<file path="config.mk">
export PLATFORM = sky130hd
export DESIGN_NAME = layer_actv_xfer
export DESIGN_NICKNAME = d
export VERILOG_FILES = /design/src/rtl/nn_xfer_pkg.sv /design/src/rtl/actv_relu_unit.sv /design/src/rtl/layer_actv_xfer.sv
export SDC_FILE = /design/constraint.sdc
export NUM_CORES = 1
export LEC_CHECK = 0
export BUFFER_PORTS_ARGS = -buffer_cell sky130_fd_sc_hd__clkbuf_2
export CAP_MARGIN = 20
export CORE_MARGIN = 2
export CORE_UTILIZATION = 52
export DETAILED_ROUTE_END_ITERATION = 10
export PLACE_DENSITY = 0.81
export SLEW_MARGIN = 5
export SYNTH_ARGS = -nofsm -noshare
export SYNTH_HDL_FRONTEND = slang
export SYNTH_SLANG_ARGS = --single-unit
export TNS_END_PERCENT = 30
</file>
<file path="constraint.sdc">
create_clock -name clk_i -period 2.36 [get_ports clk_i]
set_input_delay 0 -clock clk_i [delete_from_list [all_inputs] [get_ports clk_i]]
set_output_delay 0 -clock clk_i [all_outputs]
set_load 0.02 [all_outputs]
</file>
<file path="src/rtl/nn_xfer_pkg.sv">
// Shared types and activation function for NN activation-transfer stages.
// LAYER_ACTV_LEAKY_RELU_EN selects leaky ReLU instead of plain ReLU.
package nn_xfer_pkg;

    typedef enum logic [2:0] {
        IDLE,
        WAIT_DN,
        XFER,
        DRAIN,
        HANDOFF
    } xfer_state_e;

    localparam int unsigned ActvWidth = 32;

    // Callers sign-extend into ActvWidth and truncate the result back to their own width
    function automatic logic signed [ActvWidth-1:0] actv_fn(
        input logic signed [ActvWidth-1:0] x,
        input int unsigned                 shift
    );
`ifdef LAYER_ACTV_LEAKY_RELU_EN
        return x[ActvWidth-1] ? (x >>> shift) : x;
`else
        logic unused_shift;
        unused_shift = ^shift;
        return x[ActvWidth-1] ? '0 : x;
`endif
    endfunction

endpackage

</file>
<file path="src/rtl/actv_relu_unit.sv">
// One registered stage: applies the activation to a read word, emits the
// destination write and tracks the running argmax/max of activated values.
module actv_relu_unit
    import nn_xfer_pkg::*;
#(
    parameter int unsigned DataWidth = 8,
    parameter int unsigned AddrWidth = 4,
    parameter int unsigned LeakShift = 3
) (
    input  logic                 clk_i,
    input  logic                 reset_i,
    input  logic                 clear_i,
    input  logic                 vld_i,
    input  logic [AddrWidth-1:0] idx_i,
    input  logic [DataWidth-1:0] data_i,
    output logic                 we_o,
    output logic [AddrWidth-1:0] addr_o,
    output logic [DataWidth-1:0] data_o,
    output logic [AddrWidth-1:0] argmax_o,
    output logic [DataWidth-1:0] max_o
);

    logic signed [DataWidth-1:0] actv;
    logic                        upd;

    assign actv = DataWidth'(actv_fn(ActvWidth'($signed(data_i)), LeakShift));
    // Strict greater-than keeps the lowest index on ties; index 0 seeds the search
    assign upd  = vld_i && ((idx_i == '0) || (actv > $signed(max_o)));

    always_ff @(posedge clk_i) begin
        if (reset_i) begin
            we_o     <= 1'b0;
            addr_o   <= '0;
            data_o   <= '0;
            argmax_o <= '0;
            max_o    <= '0;
        end else begin
            we_o <= vld_i;
            if (vld_i) begin
                addr_o <= idx_i;
                data_o <= actv;
            end
            if (clear_i) begin
                argmax_o <= '0;
                max_o    <= '0;
            end else if (upd) begin
                argmax_o <= idx_i;
                max_o    <= actv;
            end
        end
    end

endmodule

</file>
<file path="src/rtl/layer_actv_xfer.sv">
// Streams a finished layer's raw sums through ReLU into the next layer's input RAM.
// Define LAYER_ACTV_LEAKY_RELU_EN for leaky ReLU (negative inputs shifted by LeakShift).
module layer_actv_xfer
    import nn_xfer_pkg::*;
#(
    parameter int unsigned NumNeurons = 15,
    parameter int unsigned DataWidth  = 8,
    parameter int unsigned FpWidth    = 4,
    parameter int unsigned AddrWidth  = $clog2(NumNeurons),
    parameter int unsigned LeakShift  = 3
) (
    input  logic                 clk_i,
    input  logic                 reset_i,
    input  logic                 req_i,
    output logic                 ack_o,
    output logic                 ready_o,
    output logic                 req_o,
    input  logic                 ack_i,
    input  logic                 ready_i,
    output logic [AddrWidth-1:0] src_addr_o,
    input  logic [DataWidth-1:0] src_data_i,
    output logic [AddrWidth-1:0] dst_addr_o,
    output logic                 dst_we_o,
    output logic [DataWidth-1:0] dst_data_o,
    output logic [AddrWidth-1:0] argmax_o,
    output logic [DataWidth-1:0] max_o
);

    localparam logic [AddrWidth-1:0] LastAddr = AddrWidth'(NumNeurons - 1);

    if (FpWidth > DataWidth) begin : g_fp_chk
        $error("FpWidth must not exceed DataWidth");
    end

    xfer_state_e          state_q, state_d;
    logic                 ack_d, ready_d, req_d, drain_q, drain_d;
    logic [AddrWidth-1:0] addr_d;
    logic                 rd_vld_q;
    logic [AddrWidth-1:0] rd_idx_q;

    always_ff @(posedge clk_i) begin
        if (reset_i) begin
            state_q    <= IDLE;
            ack_o      <= 1'b0;
            ready_o    <= 1'b1;
            req_o      <= 1'b0;
            src_addr_o <= '0;
            drain_q    <= 1'b0;
            rd_vld_q   <= 1'b0;
            rd_idx_q   <= '0;
        end else begin
            state_q    <= state_d;
            ack_o      <= ack_d;
            ready_o    <= ready_d;
            req_o      <= req_d;
            src_addr_o <= addr_d;
            drain_q    <= drain_d;
            rd_vld_q   <= (state_q == XFER);
            rd_idx_q   <= src_addr_o;
        end
    end

    always_comb begin
        state_d = state_q;
        ack_d   = 1'b0;
        req_d   = req_o;
        addr_d  = src_addr_o;
        drain_d = 1'b0;
        unique case (state_q)
            IDLE: begin
                if (req_i) begin
                    ack_d   = 1'b1;
                    state_d = WAIT_DN;
                end
            end
            WAIT_DN: begin
                if (ready_i) begin
                    addr_d  = '0;
                    state_d = XFER;
                end
            end
            XFER: begin
                // Counter parks on the last address rather than wrapping
                if (src_addr_o == LastAddr) begin
                    state_d = DRAIN;
                end else begin
                    addr_d = src_addr_o + AddrWidth'(1);
                end
            end
            DRAIN: begin
                if (drain_q) begin
                    req_d   = 1'b1;
                    state_d = HANDOFF;
                end else begin
                    drain_d = 1'b1;
                end
            end
            HANDOFF: begin
                if (ack_i) begin
                    req_d   = 1'b0;
                    state_d = IDLE;
                end
            end
            default: state_d = IDLE;
        endcase
        ready_d = (state_d == IDLE);
    end

    actv_relu_unit #(
        .DataWidth(DataWidth),
        .AddrWidth(AddrWidth),
        .LeakShift(LeakShift)
    ) u_actv (
        .clk_i   (clk_i),
        .reset_i (reset_i),
        .clear_i (ack_d),
        .vld_i   (rd_vld_q),
        .idx_i   (rd_idx_q),
        .data_i  (src_data_i),
        .we_o    (dst_we_o),
        .addr_o  (dst_addr_o),
        .data_o  (dst_data_o),
        .argmax_o(argmax_o),
        .max_o   (max_o)
    );

endmodule

</file>
# Word-level counts from Yosys, hierarchy flattened
# Index checks and enable logic that the tools add are counted.
dict set report word_totals {
  word_cells 52
  input_bits 13
  register_bits 41
}
dict set report classes {
  n_eq_ne 9
  magnitude_cmp 1
  n_addsub 1
  n_bitwise 1
  n_mux 16
  reduce_logical 11
}
# cell count
set ops {}
lappend ops {{3-bit 2-to-1 mux} 5}
lappend ops {{3-bit one-hot mux with 5 select lines} 1}
lappend ops {{8-bit > comparator} 1}
lappend ops {{4-bit 2-to-1 mux} 2}
lappend ops {{2-bit != test, second input constant} 4}
lappend ops {{4-bit one-hot mux with 2 select lines} 1}
lappend ops {{7-bit 2-to-1 mux} 1}
lappend ops {{3-bit by 2-bit equality test with 1-bit output, second input constant} 2}
lappend ops {{3-bit logical NOT} 2}
lappend ops {{3-bit AND reduction} 2}
lappend ops {{1-bit 2-to-1 mux} 5}
lappend ops {{4-bit by 1-bit adder with 4-bit output, second input constant} 1}
lappend ops {{4-bit equality test, second input constant} 1}
lappend ops {{4-bit logical NOT} 1}
lappend ops {{2-bit nonzero test} 2}
lappend ops {{2-bit OR reduction} 2}
lappend ops {{3-bit by 1-bit equality test with 1-bit output, second input constant} 1}
lappend ops {{3-bit equality test, second input constant} 1}
lappend ops {{1-bit one-hot mux with 2 select lines} 1}
lappend ops {{1-bit logical AND} 1}
lappend ops {{1-bit logical OR} 1}
lappend ops {{1-bit NOT} 1}

# Logic depth before layout (Yosys ltp)
# Gate-level depths: netlist of the first run.
dict set report logic_depth {
  ltp_word 4
  depth_mapped 9
}

# Hierarchy
# From an unflattened synthesis of the first run, not the netlist that was laid out.
dict set report unflattened {
  hier_cells 215
  hier_area_um2 2034.5
}
# mod area_each_um2 n_inst cells_each
set by_module_without_submodules {}
lappend by_module_without_submodules {actv_relu_unit 1375.1 1 148}
lappend by_module_without_submodules {layer_actv_xfer 659.4 1 67}

# Least setup slack after synthesis of the first run
# OpenSTA, ideal clock, no wires.
dict set report synth_timing {
  path_type {reg2reg}
  from {register u_actv.max_o[6]}
  to {register u_actv.max_o[0]}
  slack_ns 0.409
  stages_incl_launch_ff 9
  path_buffers 1
  arrival_ns 1.881
  cell_sequence {dfxtp_1 -> inv_1 -> ha_1 -> nand3_1 -> nor2_1 -> o31ai_2 -> and2_4 -> buf_6 -> o2bb2ai_1}
}
dict set report synth_between {
  elab_chain_len 3
}
# element line_no
set synth_rtl {}
lappend synth_rtl {{start: declaration} actv_relu_unit.sv:20} ;# output logic [DataWidth-1:0] max_o
lappend synth_rtl {{start signal: assignment} actv_relu_unit.sv:48} ;# max_o <= actv;
lappend synth_rtl {{8-bit > comparator} actv_relu_unit.sv:28} ;# assign upd = vld_i && ((idx_i == '0) || (actv > $signed(max_o)));
lappend synth_rtl {{1-bit logical OR} actv_relu_unit.sv:28}
lappend synth_rtl {{1-bit logical AND} actv_relu_unit.sv:28}
# No other way between the ends.
# A chain may end at the register's enable or synchronous reset.

# Final worst setup path of the first run
dict set report layout_timing {
  from {input port src_data_i[6]}
  to {register u_actv.max_o[6]}
}
dict set report layout_between {
  elab_chain_len 4
}
# element line_no
set layout_rtl {}
lappend layout_rtl {{start: declaration} layer_actv_xfer.sv:21} ;# input logic [DataWidth-1:0] src_data_i,
lappend layout_rtl {{7-bit 2-to-1 mux *} nn_xfer_pkg.sv:25} ;# return x[ActvWidth-1] ? '0 : x;
lappend layout_rtl {{named net u_actv.actv[6]} actv_relu_unit.sv:23} ;# logic signed [DataWidth-1:0] actv;
lappend layout_rtl {{8-bit > comparator} actv_relu_unit.sv:28}
lappend layout_rtl {{1-bit logical OR} actv_relu_unit.sv:28}
lappend layout_rtl {{1-bit logical AND} actv_relu_unit.sv:28}
# The timed path passes the listed nets; every way through them passes the cells marked *.

==> impl.org, run 1 <==
** Routing
- After detailed routing, the average wire length per cell comes to 11.68 um.
- For this block, wires on met1 add up to 1.456 mm.
- Via count normalized by instance count :: 4.989
- Total number of vias :: 1387
- Length of the first detailed-routing pass in iterations :: 4
- Final routed wirelength across all metal layers :: 3.246 mm
- Highest routed metal layer :: met4
- In the routed design, unresolved DRC markers number 0.
- After detailed routing, the met3 layer carries 150 um of wire.
- Detailed router's first-iteration violation count :: 73
- In this run the remaining antenna-violating nets after routing total 0.
- WL met2 :: 1.605 mm

** Final layout
- The post-route netlist has 23.08% of its cells at a drive strength greater than 1.
- Non-Filler Instances :: 278
- The finished cells cover 0.002085 mm^2.
- Compared with the post-synthesis result, the final layout area differs by 20.29%.
- Layout Utilization :: 67.18%
- Most common cell after layout, fill and taps aside :: sky130_fd_sc_hd__clkbuf_2
- In the layout the commonest cells are sky130_fd_sc_hd__clkbuf_2, sky130_fd_sc_hd__dfxtp_1, sky130_fd_sc_hd__nor2_1, sky130_fd_sc_hd__inv_1, sky130_fd_sc_hd__nand2b_1.
- Antenna Diode Count :: 0
- Total number of nets in the final design :: 257

** Clock network
- Gates resized during post-CTS repair numbered 0.
- The H-tree was split into 2 levels.
- For the worst-skew pair, the clock arrives at the later sink with an insertion delay of 0.34 ns.
- Count of clock tree sinks :: 39
- Clock root buffer master :: sky130_fd_sc_hd__clkbuf_4
- TritonCTS built the clock tree.
- CTS buffer count :: 5
- Maximum number of buffers from clock root to sink :: 2
- Buffer count from post-CTS setup fixing :: 0
- Clock-pin slew was measured on the worst setup and hold paths at 0.10 ns.

** Pwr
- Internal power comes to 0.0008407 W.
- Per report_power, the clock group accounts for 26.7% of the total.
- Share of power burned in registers :: 60.9%
- Static Leak :: 0.8931 nW
- Switching share of power :: 25.42%
- Comb power frac :: 12.5%
- Worst-case vdd ir drop :: 0.0003309 V
- Switching power summed over all nets :: 0.0002865 W
- Dividing total power by cell area gives a power density of 540.8 mW/mm^2.

** Die
- The die covers 0.003811 mm^2.
- The initial utilization of the core area, before any placement, comes to 55.85%.
- Core area :: 0.003103 mm^2
- Die extent in y :: 61.73 um
- Row count :: 20
- Die width :: 61.73 um
- Top-Level Pins :: 45

** Placement
- In this run the cell area measured after placement is 0.001953 mm^2.
- Half-perimeter wire length after placement :: 2.359 mm
- Routability-driven placement finished with a final weighted congestion of 0.8018.
- Port bufs :: 42
- Placed Cells :: 263

** STA
- Setup repair after global routing left no endpoint under its margin.
- The worst path uses 79.95% of the clock period.
- The count of endpoints failing hold in the final timing report was 0.
- Actual slew at the worst max-slew pin :: 0.5186 ns
- Headroom to the max-slew limit came out at 65.43%.
- Sum of negative setup slack :: 0 ns
- Final setup viols :: 0
- On the final layout, the worst clock skew is 0.01123 ns.
- Final critical path time including I/O delays and setup :: 1.887 ns
- Highest achievable clock rate :: 0.5300 GHz
- Max-slew violations :: 0
- Minimum hold slack :: 0.02428 ns

** GRT
- Maximum number of pins on one net before global-route repair :: 27
- In the global route stage, overall resource usage came out at 19.00%.
- The via count of the first global-routing pass came to 1272.
- Total congestion overflow after global routing :: 0
- The first global-routing pass estimated 5.368 mm of wire.
- Number of antenna violations at the first check in global routing :: 0

** Synthesis
- For this run, the register share of the synthesized area comes to 45.05%.
- Cell area after technology mapping :: 0.001733 mm^2
- Cell variety after synth :: 37
- Average footprint of a synthesized cell :: 9.367 um^2
- For this run, asynchronously set or reset flops after synthesis account for 0%.
- Count of warnings emitted by yosys :: 0
- Number of synthesized register bits :: 39
- The synthesized design contains 0 enable-type register cells.
- Synthesis handed over a netlist of 185 instances.
- Most instantiated flip-flop cell in the synthesis netlist :: sky130_fd_sc_hd__dfxtp_1

** Setup path
- Arr. time, crit path :: 2.16 ns
- The worst setup path is captured at a flop.
- Worst Path Max Fanout :: 7
- Startpoint type of the worst setup path :: input pin
- Measured in cells, the most critical reg-to-reg path has a length of 7.
- CP Class :: in -> reg
- At the worst endpoint, the required time is 2.63 ns.

** Hold path
- The tightest min-delay check is of the in -> reg type.
- Counting instances, the worst hold path has a depth of 3.

** Run
- Max Cap Violations :: 0

** Outcome
- The flow ran to the end, and the final reports show no timing, DRC or antenna violations.
==> power by group through the flow <==
stage / registers [W] / logic (W) / clock network [W]
final: 0.000686 / 0.000140 / 0.000301
after global routing: 0.000690 / 0.000157 / 0.000338
after CTS: 0.000687 / 0.000141 / 0.000307
after detailed placement: 0.000702 / 0.000127 / 0
after global placement: 0.000702 / 0.000126 / 0
after floorplan: 0.000702 / 0.0000984 / 0
==> state kept, by name, summed over array words and instances, names as in the netlist <==
signal,cells
state_q,3
src_addr_o,4
u_actv.we_o,1
u_actv.max_o,7
ready_o,1
u_actv.argmax_o,4
drain_q,1
rd_idx_q,4
ack_o,1
req_o,1
u_actv.data_o,7
u_actv.addr_o,4
rd_vld_q,1
==> cells in the mapped netlist, drive strengths merged, types with 2 or more instances <==
master / instances / area [um^2]
nor2b: 8 / 50.05
a22oi: 2 / 15.01
and2: 2 / 17.52
o21ai: 5 / 25.02
nor3: 5 / 25.02
nand2b: 12 / 75.07
mux2i: 10 / 100.1
nand2: 8 / 30.03
a31oi: 2 / 12.51
o2bb2ai: 7 / 61.31
dfxtp: 39 / 780.8
clkbuf: 3 / 11.26
nor2: 19 / 71.32
a21oi: 3 / 15.01
inv: 16 / 60.06
xnor2: 3 / 26.28
nor3b: 2 / 15.01
ha: 9 / 112.6
buf: 8 / 52.54
nand3: 8 / 40.04
==> routing by layer <==
| metal | GRT usage, % | vias to the layer above |
|---|---|---|
| met1 | 23.28 | 631 |
| met3 | 6.211 | 4 |
| met5 | 0 | - |
| met2 | 31.88 | 33 |
| met4 | 5.775 | 0 |
| li1 | - | 719 |
==> repair_timing <==
item | CTS | global route
endpoints found under the hold margin | 10 | 0
setup endpoints to repair | 0 | 0
hold buffers | 9 | 0
==> cell type report <==
class,count,area [um^2]
inverter,16,60.06
fill,273,1018
sequential,39,780.7
tap,44,55.05
multi-input combinational,120,832.0
clock buffer,6,41.29
timing repair buffer,53,315.3
==> stage by stage <==
step           setup WS, ns  total power (W)
3_5_place_dp         0.5293        0.0008290
3_3_place_gp         0.6146        0.0008274
2_1_floorplan        0.4091        0.0008005
4_1_cts              0.4852         0.001135
5_1_grt              0.3066         0.001185
6_report             0.4731         0.001127
==> worst max-delay path: stages <==
cell and delay [ns]:
sky130_fd_sc_hd__dlygate4sd3_1 0.55, sky130_fd_sc_hd__clkbuf_2 0.10, sky130_fd_sc_hd__nand2b_1 0.08, sky130_fd_sc_hd__inv_1 0.06, sky130_fd_sc_hd__ha_1 0.31, sky130_fd_sc_hd__nand3_1 0.12, sky130_fd_sc_hd__a211oi_1 0.24, sky130_fd_sc_hd__o31ai_2 0.11
sky130_fd_sc_hd__a211o_1 0.41, sky130_fd_sc_hd__o2bb2ai_1 0.18
==> logic make-up (layout without fill, tap and decap cells) <==
logic type / count (synthesis) / after routing / share of synthesized area (%)
AO/OA/AOI/OAI: 26 / 26 / 11.05
XOR/XNOR: 3 / 3 / 1.517
adder cells (fa/ha/maj): 9 / 9 / 6.498
buffers and inverters: 27 / 75 / 7.148
flip-flops: 39 / 39 / 45.05
multiplexers: 12 / 12 / 7.726
other: 1 / 2 / 0.2164
AND/OR/NAND/NOR: 68 / 68 / 20.79
==> path summary, 6_finish.rpt <==
path | startpoint | to | slack [ns]
worst min register to register | rd_idx_q[2] | u_actv.argmax_o[2] | 0.47
worst max-delay path | src_data_i[6] | u_actv.max_o[6] | 0.47
worst min-delay path | src_data_i[7] | u_actv.data_o[0] | 0.02
worst max register to register | u_actv.max_o[6] | u_actv.max_o[6] | 0.50
(Power assumes the default switching activity.)
==> run 2: changes to the inputs <==
--- a/config.mk
+++ b/config.mk
@@ -5,12 +5,13 @@
 export SDC_FILE = /design/constraint.sdc
 export NUM_CORES = 1
 export LEC_CHECK = 0
+export ABC_AREA = 1
 export BUFFER_PORTS_ARGS = -buffer_cell sky130_fd_sc_hd__clkbuf_2
 export CAP_MARGIN = 20
 export CORE_MARGIN = 2
-export CORE_UTILIZATION = 52
+export CORE_UTILIZATION = 47
 export DETAILED_ROUTE_END_ITERATION = 10
-export PLACE_DENSITY = 0.81
+export PLACE_DENSITY = 0.77
 export SLEW_MARGIN = 5
 export SYNTH_ARGS = -nofsm -noshare
 export SYNTH_HDL_FRONTEND = slang
==> constraint.sdc (replaced) <==
create_clock -name clk_i -period 1.6 [get_ports clk_i]
set_input_delay 0 -clock clk_i [delete_from_list [all_inputs] [get_ports clk_i]]
set_output_delay 0 -clock clk_i [all_outputs]
set_load 0.02 [all_outputs]
==> impl.org, run 2 <==
** Die
- Initial standard-cell utilization of the core :: 49.46% (-6.4 points)
- The total I/O pin count is 45 (unchanged).
- The core area is 0.003689 mm^2 (+19%).
- Die extent in y :: 66.30 um (+7.4%)
- The width of the die was 66.30 um (+7.4%).
- Row count :: 22 (+10%)
- Die ar. :: 0.004396 mm^2 (+15%)

** Pwr
- The ratio of total power to cell area came to 915.1 mW/mm^2 (+69%).
- The overall power was 0.002225 W (+97%).
- The largest voltage drop on the vdd net came to 0.0006804 V (+110%).
- Static Leak :: 1.150 nW (+29%)

** Setup path
- The endpoint identified for the worst register-to-register timing path is u_actv.max_o[6].
- CP cell instances :: inv_2 > ha_4 > nand2_1 > nand2_2 > a21oi_4 > nand2_8 > nand2_4 > nand3_1 > nand2_1 > nor2_1
- The worst-case register-to-register setup slack came to -0.06 ns (-0.56 ns).
- R2R Path Start :: u_actv.max_o[4]
- Cell with the largest stage delay on the worst path :: sky130_fd_sc_hd__dfxtp_2
- CP Class :: reg -> reg
- Critical path buffers and inverters :: 1 (-2)
- Startpoint type of the worst setup path :: flop
- The highest cell delay on the worst timing path came to 0.33 ns (-0.22 ns).
- Data required time at the worst endpoint :: 1.79 ns (-0.84 ns)
- STA classifies the critical path endpoint as a flop.
- The worst-case reg-to-reg path depth came to 10 (+3).
- Worst Path Max Fanout :: 7 (unchanged)
- Kind of cell adding the most delay to the critical path :: simple AND/OR/NAND/NOR gates
- The data arrival time at the worst-slack endpoint is 1.85 ns (-0.31 ns).
- Most prevalent standard cell on the critical path :: sky130_fd_sc_hd__nand2_1

** Clock network
- Maximum number of buffers from clock root to sink :: 2 (unchanged)
- The tree is rooted in a sky130_fd_sc_hd__clkbuf_8.
- The number of clock sinks is 39 (unchanged).
- Clock transition at the register clock pins on the worst setup and hold paths after CTS :: 0.08 ns (-0.02 ns)
- The source-to-sink clock delay at the later pin of the worst-skew pair was 0.30 ns (-0.04 ns).
- The number of H-tree levels is 2 (unchanged).
- TritonCTS clock tree :: yes
- CTS buffer count :: 5 (unchanged)

** Final layout
- The share of layout cells above drive strength 1 was 33.90% (+11 points).
- Antenna Diode Count :: 0 (unchanged)
- The largest registers in the layout are u_actv.data_o x7, u_actv.max_o x7.
- Layout overhead on the synthesized area :: 33.26%
- The library cells used most frequently in the layout, excluding fill and tap cells, are sky130_fd_sc_hd__clkbuf_2, sky130_fd_sc_hd__nand2_1, sky130_fd_sc_hd__dfxtp_1, sky130_fd_sc_hd__inv_1, sky130_fd_sc_hd__nor2_1.
- The final net count is 316 (+23%).
- Filler cell count in the final layout :: 310 (+14%)
- Leaving out fill and tap cells, the most frequent cell in the layout is sky130_fd_sc_hd__clkbuf_2.

** Hold path
- Type of the worst min-delay path :: in -> reg
- The startpoint identified for the worst hold timing path is ack_i.
- The cell depth of the worst hold path came to 4 (+1).
- Hold endpoint :: state_q[2]

** Synthesis
- The mean instance size in the synthesized netlist came to 7.665 um^2 (-18%).
- Cell area after technology mapping :: 0.001824 mm^2 (+5.3%)
- The number of different library cells in the post-synthesis netlist was 29 (-22%).
- Yosys instantiated no cell more often than sky130_fd_sc_hd__dfxtp_1.
- The adder and majority gate portion of the synthesized area was 6.173% (-0.33 points).
- The post-synthesis xor/xnor area fraction is 0% (-1.5 points).
- The area share of the largest cell type after synthesis is 42.80% (-2.3 points).
- Share of synthesized area occupied by flip-flops and latches :: 42.80% (-2.3 points)
- Largest area contributor in the netlist :: sky130_fd_sc_hd__dfxtp_1
- Complex-gate fraction of the synthesized area :: 12.69% (+1.6 points)
- The synthesis-stage register bit count is 39 (unchanged).
- The share of synthesized cell area in and, or, nand and nor gates was 26.75% (+6.0 points).
- By count the netlist is led by sky130_fd_sc_hd__dfxtp_1, sky130_fd_sc_hd__nand2_1, sky130_fd_sc_hd__inv_1.
- Multiplexer share of the synthesized area :: 0% (-7.7 points)
- The share of async-settable or async-resettable flops after synthesis is 0% (unchanged).
- Cells after synthesis :: 238 (+29%)
- The number of enable-type register cells in the synthesized netlist came to 0 (unchanged).
- Most instantiated flip-flop cell in the synthesis netlist :: sky130_fd_sc_hd__dfxtp_1
- By area, the combinational part of the netlist is dominated by simple AND/OR/NAND/NOR gates.
- Count of warnings emitted by yosys :: 0 (unchanged)
- Largest cells by area after synthesis :: sky130_fd_sc_hd__dfxtp_1, sky130_fd_sc_hd__nand2_1, sky130_fd_sc_hd__inv_1, sky130_fd_sc_hd__ha_1, sky130_fd_sc_hd__a21oi_1

** STA
- The count of endpoints failing hold in the final timing report came to 0 (unchanged).
- Sum of negative setup slack :: -0.1090 ns (-0.1090 ns)
- Ratio of final minimum period to clock period :: 104.0%
- Highest achievable clock rate :: 0.6010 GHz
- Final critical path time including I/O delays and setup :: 1.664 ns
- The final setup skew was 0.01124 ns (+0.00001040 ns).
- Minimum setup slack in the final design :: -0.06382 ns (-0.5369 ns)
- Max-slew violations :: 0 (unchanged)
- Final setup viols :: 2 (+2)

** Placement
- Port bufs :: 42 (unchanged)
- Placer congestion estimate :: 0.8404 (+4.8%)
- Half-perimeter wire length after placement :: 2.833 mm (+20%)

** GRT
- The total grt overflow was 0 (unchanged).
- The total global-route track usage is 20.16% (+1.2 points).
- Vias in the first global route :: 1550 (+22%)
- The number of antenna violations at the first check in global routing came to 0 (unchanged).
- Wire length of the first global-routing pass :: 6.658 mm (+24%)
- Maximum number of pins on one net before global-route repair :: 20 (-26%)

** Routing
- The first-pass detailed-route iteration total came to 4 (unchanged).
- DRC violations left :: 0 (unchanged)
- Detailed router's first-iteration violation count :: 150 (+110%)
- The final wirelength came to 5.022 mm (+55%).
- The detailed-route wire length per cell came to 14.64 um (+25%).
- The final antenna-violating net count was 0 (unchanged).
- The number of vias after detailed routing came to 1821 (+31%).
- Via count normalized by instance count :: 5.309 (+6.4%)

** Outcome
- The flow ran to the end, but the final reports show violations.
- Failing checks :: setup timing

** Run
- The max capacitance violation total was 0 (unchanged).
run 2: changes by cell type after synthesis, moves of 8 or more:
cell                       previous run  this run
sky130_fd_sc_hd__nand2_1              8        37
sky130_fd_sc_hd__a21oi_1              3        22
sky130_fd_sc_hd__inv_1               16        34
sky130_fd_sc_hd__nand2b_1            12         0
sky130_fd_sc_hd__mux2i_1             10         0
sky130_fd_sc_hd__nor2_1              19        29
sky130_fd_sc_hd__nand3_1              8        17
sky130_fd_sc_hd__nor2b_1              8         0
run 2: area by class of cell:
type / instances / area [um^2] / area share, %
timing repair buffer: 53 / 320.3 / 13.18
sequential: 39 / 788.3 / 32.42
multi-input combinational: 158 / 1021 / 42.00
tap: 48 / 60.06 / 2.470
inverter: 37 / 141.4 / 5.816
clock buffer: 8 / 100.1 / 4.117
run 2: tightest hold or removal path, stage by stage:
cell                       delay (ns)
sky130_fd_sc_hd__clkbuf_2        0.07
sky130_fd_sc_hd__inv_1           0.04
sky130_fd_sc_hd__nand3_1         0.09
sky130_fd_sc_hd__a21oi_1         0.06
run 2: power by group:
| part | switching [W] | leakage (nW) | total, W | internal, W |
|---|---|---|---|---|
| clock | 0.000349 | 0.0515 | 0.000743 | 0.000394 |
| sequential | 0.0000267 | 0.319 | 0.00104 | 0.00101 |
| combinational | 0.000287 | 0.780 | 0.000447 | 0.000160 |
| total | 0.000662 | 1.15 | 0.00222 | 0.00156 |
run 2: how the worst max path moves through the flow:
stage | startpoint | end | slack, ns | depth (start not counted)
finish | u_actv.max_o[4] | u_actv.max_o[6] | -0.06 | 10
global route | u_actv.max_o[4] | u_actv.max_o[6] | -0.11 | 10
CTS | u_actv.max_o[6] | u_actv.max_o[2] | 0.003 | 8
detailed placement | src_data_i[7] | u_actv.max_o[0] | -0.03 | 11
global placement | src_data_i[7] | u_actv.max_o[0] | 0.05 | 11
floorplan | u_actv.max_o[6] | u_actv.max_o[1] | 0.02 | 9
run 2: cells by family after synthesis:
kind of cell,after synthesis
other,1
buffers and inverters,45
AOI/OAI and AO/OA,40
adders and majority gates,9
and+or+nand+nor,104
DFF,39
run 2: timing repair:
action | in CTS | in global routing
setup buffers | 1 | 3
hold buffers | 6 | 0
pin swaps | 3 | 9
hold endpoints to repair | 6 | 0
gates resized for setup | 2 | 22
setup endpoints to repair | 8 | 11
gates cloned | 1 | 2
run 2: per-stage QoR:
step	util (%)	area (um^2)	setup WS [ns]	hold WS, ns	instances
2_1_floorplan	-	1836	0.02133	0.07323	239
3_3_place_gp	55.50	2047	0.04732	0.2817	322
3_5_place_dp	55.50	2047	-0.02726	0.2750	322
4_1_cts	60.72	2240	0.002841	0.01604	338
5_1_grt	65.91	2431	-0.1062	0.03066	343
6_report	65.91	2431	-0.06382	0.01868	343
run 2: metal layers:
metal | share of wire, % | global-route usage [%] | routed length (um)
met1 | 38 | 22.09 | 1920
met4 | 5.7 | 11.73 | 285
met5 | 0 | 0 | 0
met3 | 5.8 | 4.259 | 293
met2 | 50 | 35.50 | 2522
==> run 3: changes to the inputs <==
--- a/config.mk
+++ b/config.mk
@@ -11,6 +11,7 @@
 export CORE_MARGIN = 2
 export CORE_UTILIZATION = 47
 export DETAILED_ROUTE_END_ITERATION = 10
+export MAX_ROUTING_LAYER = met4
 export PLACE_DENSITY = 0.77
 export SLEW_MARGIN = 5
 export SYNTH_ARGS = -nofsm -noshare
==> impl.org, run 3 (same netlist as run 2, synthesis figures left out) <==
** Hold path
- In this run the worst hold path is classified as in -> reg.

** Pwr
- The ratio of total power to cell area was 914.9 mW/mm^2 (about the same).
- Worst-case vdd ir drop :: 0.0006810 V (about the same)
- Static Leak :: 1.150 nW (unchanged)
- Internal Pwr Total :: 0.001562 W (about the same)
- The fraction of power spent switching nets came to 29.76% (about the same).
- Share of power burned in registers :: 46.5% (about the same)
- Comb power frac :: 20.1% (about the same)
- Part of the power in the clock network :: 33.4% (about the same)
- Switching power summed over all nets :: 0.0006620 W (about the same)

** Routing
- The violation count after the first detailed-routing iteration came to 139 (-7.3%).
- Via count normalized by instance count :: 5.257 (-0.99%)
- The final antenna-violating net count came to 0 (unchanged).
- Routed wire length per instance :: 14.67 um (+0.20%)
- Total number of vias :: 1803 (-0.99%)
- The final wirelength is 5.032 mm (+0.20%).
- The first-pass detailed-route iteration total came to 4 (unchanged).
- The DRC violations left was 0 (unchanged).

** Final layout
- The final net count is 316 (unchanged).
- In the final layout, the registers with the most flip-flops are u_actv.data_o x7, u_actv.max_o x7.
- The antenna diode count is 0 (unchanged).
- The share of layout cells above drive strength 1 was 33.90% (unchanged).
- The combined area of the multi-input logic cells is 0.001021 mm^2 (unchanged).
- The register area was 788.3 um^2 (unchanged).
- Layout overhead on the synthesized area :: 33.26% (unchanged)
- The library cell used most frequently in the layout, excluding fill and tap cells, is sky130_fd_sc_hd__clkbuf_2.
- The number of inserted filler cells in the final layout is 310 (unchanged).
- Leaving out fill and tap cells, the most frequent cells in the layout are sky130_fd_sc_hd__clkbuf_2, sky130_fd_sc_hd__nand2_1, sky130_fd_sc_hd__dfxtp_1, sky130_fd_sc_hd__inv_1, sky130_fd_sc_hd__nor2_1.

** Setup path
- In this run the critical register-to-register path is launched from u_actv.max_o[4].
- CP Capture Type :: flop
- The worst-case register-to-register setup slack was -0.06 ns (about the same).
- The data required time at the worst endpoint is 1.79 ns (about the same).
- The worst-case reg-to-reg path depth came to 10 (unchanged).
- Last element of the critical path :: u_actv.max_o[2]
- CP Class :: reg -> reg
- The most critical setup path has its startpoint at u_actv.max_o[4].
- The highest cell delay on the worst timing path came to 0.33 ns (about the same).
- The data arrival time at the worst-slack endpoint was 1.85 ns (about the same).
- STA classifies the critical path startpoint as a flop.
- The endpoint identified for the worst register-to-register timing path is u_actv.max_o[2].
- Cell with the largest stage delay on the worst path :: sky130_fd_sc_hd__dfxtp_2
- Worst Path Max Fanout :: 7 (unchanged)
- The signal on the critical path passes through inv_2 > ha_4 > nand2_1 > nand2_2 > a21oi_4 > nand2_8 > nand2_8 > nand3_1 > nand2_1 > nor2_1.

** GRT
- Vias in the first global route :: 1549 (-0.065%)
- Maximum number of pins on one net before global-route repair :: 20 (unchanged)
- Wire length of the first global-routing pass :: 6.658 mm (unchanged)
- Gr usage total :: 20.70% (+0.53 points)
- Number of antenna violations at the first check in global routing :: 0 (unchanged)
- Total congestion overflow after global routing :: 0 (unchanged)

** Clock network
- Clock root buffer master :: sky130_fd_sc_hd__clkbuf_8
- The maximum clock insertion buffer count came to 2 (unchanged).
- CTS buffer count :: 5 (unchanged)
- The clock transition time at the flip-flop clock pins of the worst setup and hold paths is 0.08 ns (about the same).
- H-tree depth :: 2 (unchanged)
- The source-to-sink clock delay at the later pin of the worst-skew pair was 0.30 ns (about the same).
- Count of clock tree sinks :: 39 (unchanged)
- TritonCTS built the clock tree.

** Die
- Die extent in y :: 66.30 um (unchanged)
- Top-Level Pins :: 45 (unchanged)
- The number of cell rows came to 22 (unchanged).
- The core area came to 0.003689 mm^2 (unchanged).
- Die width :: 66.30 um (unchanged)
- Die ar. :: 0.004396 mm^2 (unchanged)
- Initial standard-cell utilization of the core :: 49.46% (unchanged)

** STA
- Minimum hold slack :: 0.02067 ns (+0.001996 ns)
- The max-slew violation total from the final report is 0 (unchanged).
- The portion of the clock cycle consumed by the worst path in the final layout is 103.6% (-0.44 points).
- The time the final worst path needs with I/O delays and setup came to 1.657 ns (-0.006972 ns).
- The count of endpoints failing hold in the final timing report was 0 (unchanged).
- The least setup slack across all paths after layout came to -0.05685 ns (+0.006972 ns).
- Sum of negative setup slack :: -0.1120 ns (-0.002961 ns)
- The timing-limited maximum frequency is 0.6036 GHz (+0.42%).
- The number of setup violations in the final report is 2 (unchanged).
- The final setup skew was 0.009854 ns (-0.001383 ns).

** Placement
- Half-perimeter wire length after placement :: 2.833 mm (unchanged)
- Port bufs :: 42 (unchanged)
- The final estimated routing congestion in global placement came to 0.8534 (+1.5%).

** Outcome
- The run finished, with violations left.
- The final reports fail on setup timing.

** Run
- Max Cap Violations :: 0 (unchanged)
[run 3: cell counts in the layout (fill, tap and decap cells not counted)]
No cell type changed its count.
[run 3: final cells by class]
cell class,instances,area share (%)
well taps,48,2.470
inverters,37,5.816
flip-flops and latches,39,32.42
multi-input cells,158,42.00
repair buffers,53,13.18
clock buffers,8,4.117
[run 3: metrics by stage]
step           cell area (um^2)  total power [W]  worst slack (ns)  std cells  utilization, %
6_report                   2431         0.002224          -0.05685        343           65.91
5_1_grt                    2431         0.002321           -0.1062        343           65.91
4_1_cts                    2240         0.002123          0.002841        338           60.72
3_5_place_dp               2047         0.001372          -0.02726        322           55.50
3_3_place_gp               2047         0.001364           0.04732        322           55.50
2_1_floorplan              1836         0.001295           0.02133        239               -
[run 3: how the worst min path moves through the flow]
| stage | depth (start not counted) | startpoint | slack, ns | to |
|---|---|---|---|---|
| 2_1_floorplan | 1 | reset_i | 0.07 | rd_vld_q |
| 3_3_place_gp | 3 | src_data_i[3] | 0.28 | u_actv.data_o[3] |
| 3_5_place_dp | 3 | src_data_i[3] | 0.27 | u_actv.data_o[3] |
| 4_1_cts | 3 | src_data_i[0] | 0.02 | u_actv.data_o[0] |
| 5_1_grt | 3 | src_data_i[5] | 0.03 | u_actv.data_o[5] |
| 6_report | 4 | ack_i | 0.02 | state_q[2] |
[run 3: worst max-delay path: cells and delay by family, from the launching register on]
family / cells / cell delay, ns
buffers and inverters: 1 / 0.06
adders and majority gates: 1 / 0.24
DFF: 1 / 0.33
AOI/OAI and AO/OA: 1 / 0.23
and+or+nand+nor: 7 / 0.67
[run 3: routing by layer]
layer | up-vias | routed length [um] | global-route usage (%)
met5 | - | 0 | -
met4 | 0 | 288 | 11.73
met3 | 29 | 279 | 4.259
met2 | 80 | 2533 | 35.63
met1 | 817 | 1931 | 21.99
li1 | 877 | - | -
[run 3: timing repair]
item                                    in CTS  in global routing
setup buffers                                1                  3
pin swaps                                    3                  9
hold buffers                                 6                  0
cloned                                       1                  2
endpoints found under the hold margin        6                  0
resized for setup                            2                 22
endpoints found under the setup margin       8                 11
[run 3: power by group through the flow]
| stage | logic, W | registers (W) | clock network (W) |
|---|---|---|---|
| 2_1_floorplan | 0.000208 | 0.00109 | 0 |
| 3_3_place_gp | 0.000310 | 0.00105 | 0 |
| 3_5_place_dp | 0.000317 | 0.00106 | 0 |
| 4_1_cts | 0.000345 | 0.00103 | 0.000744 |
| 5_1_grt | 0.000482 | 0.00104 | 0.000799 |
| 6_report | 0.000447 | 0.00104 | 0.000742 |
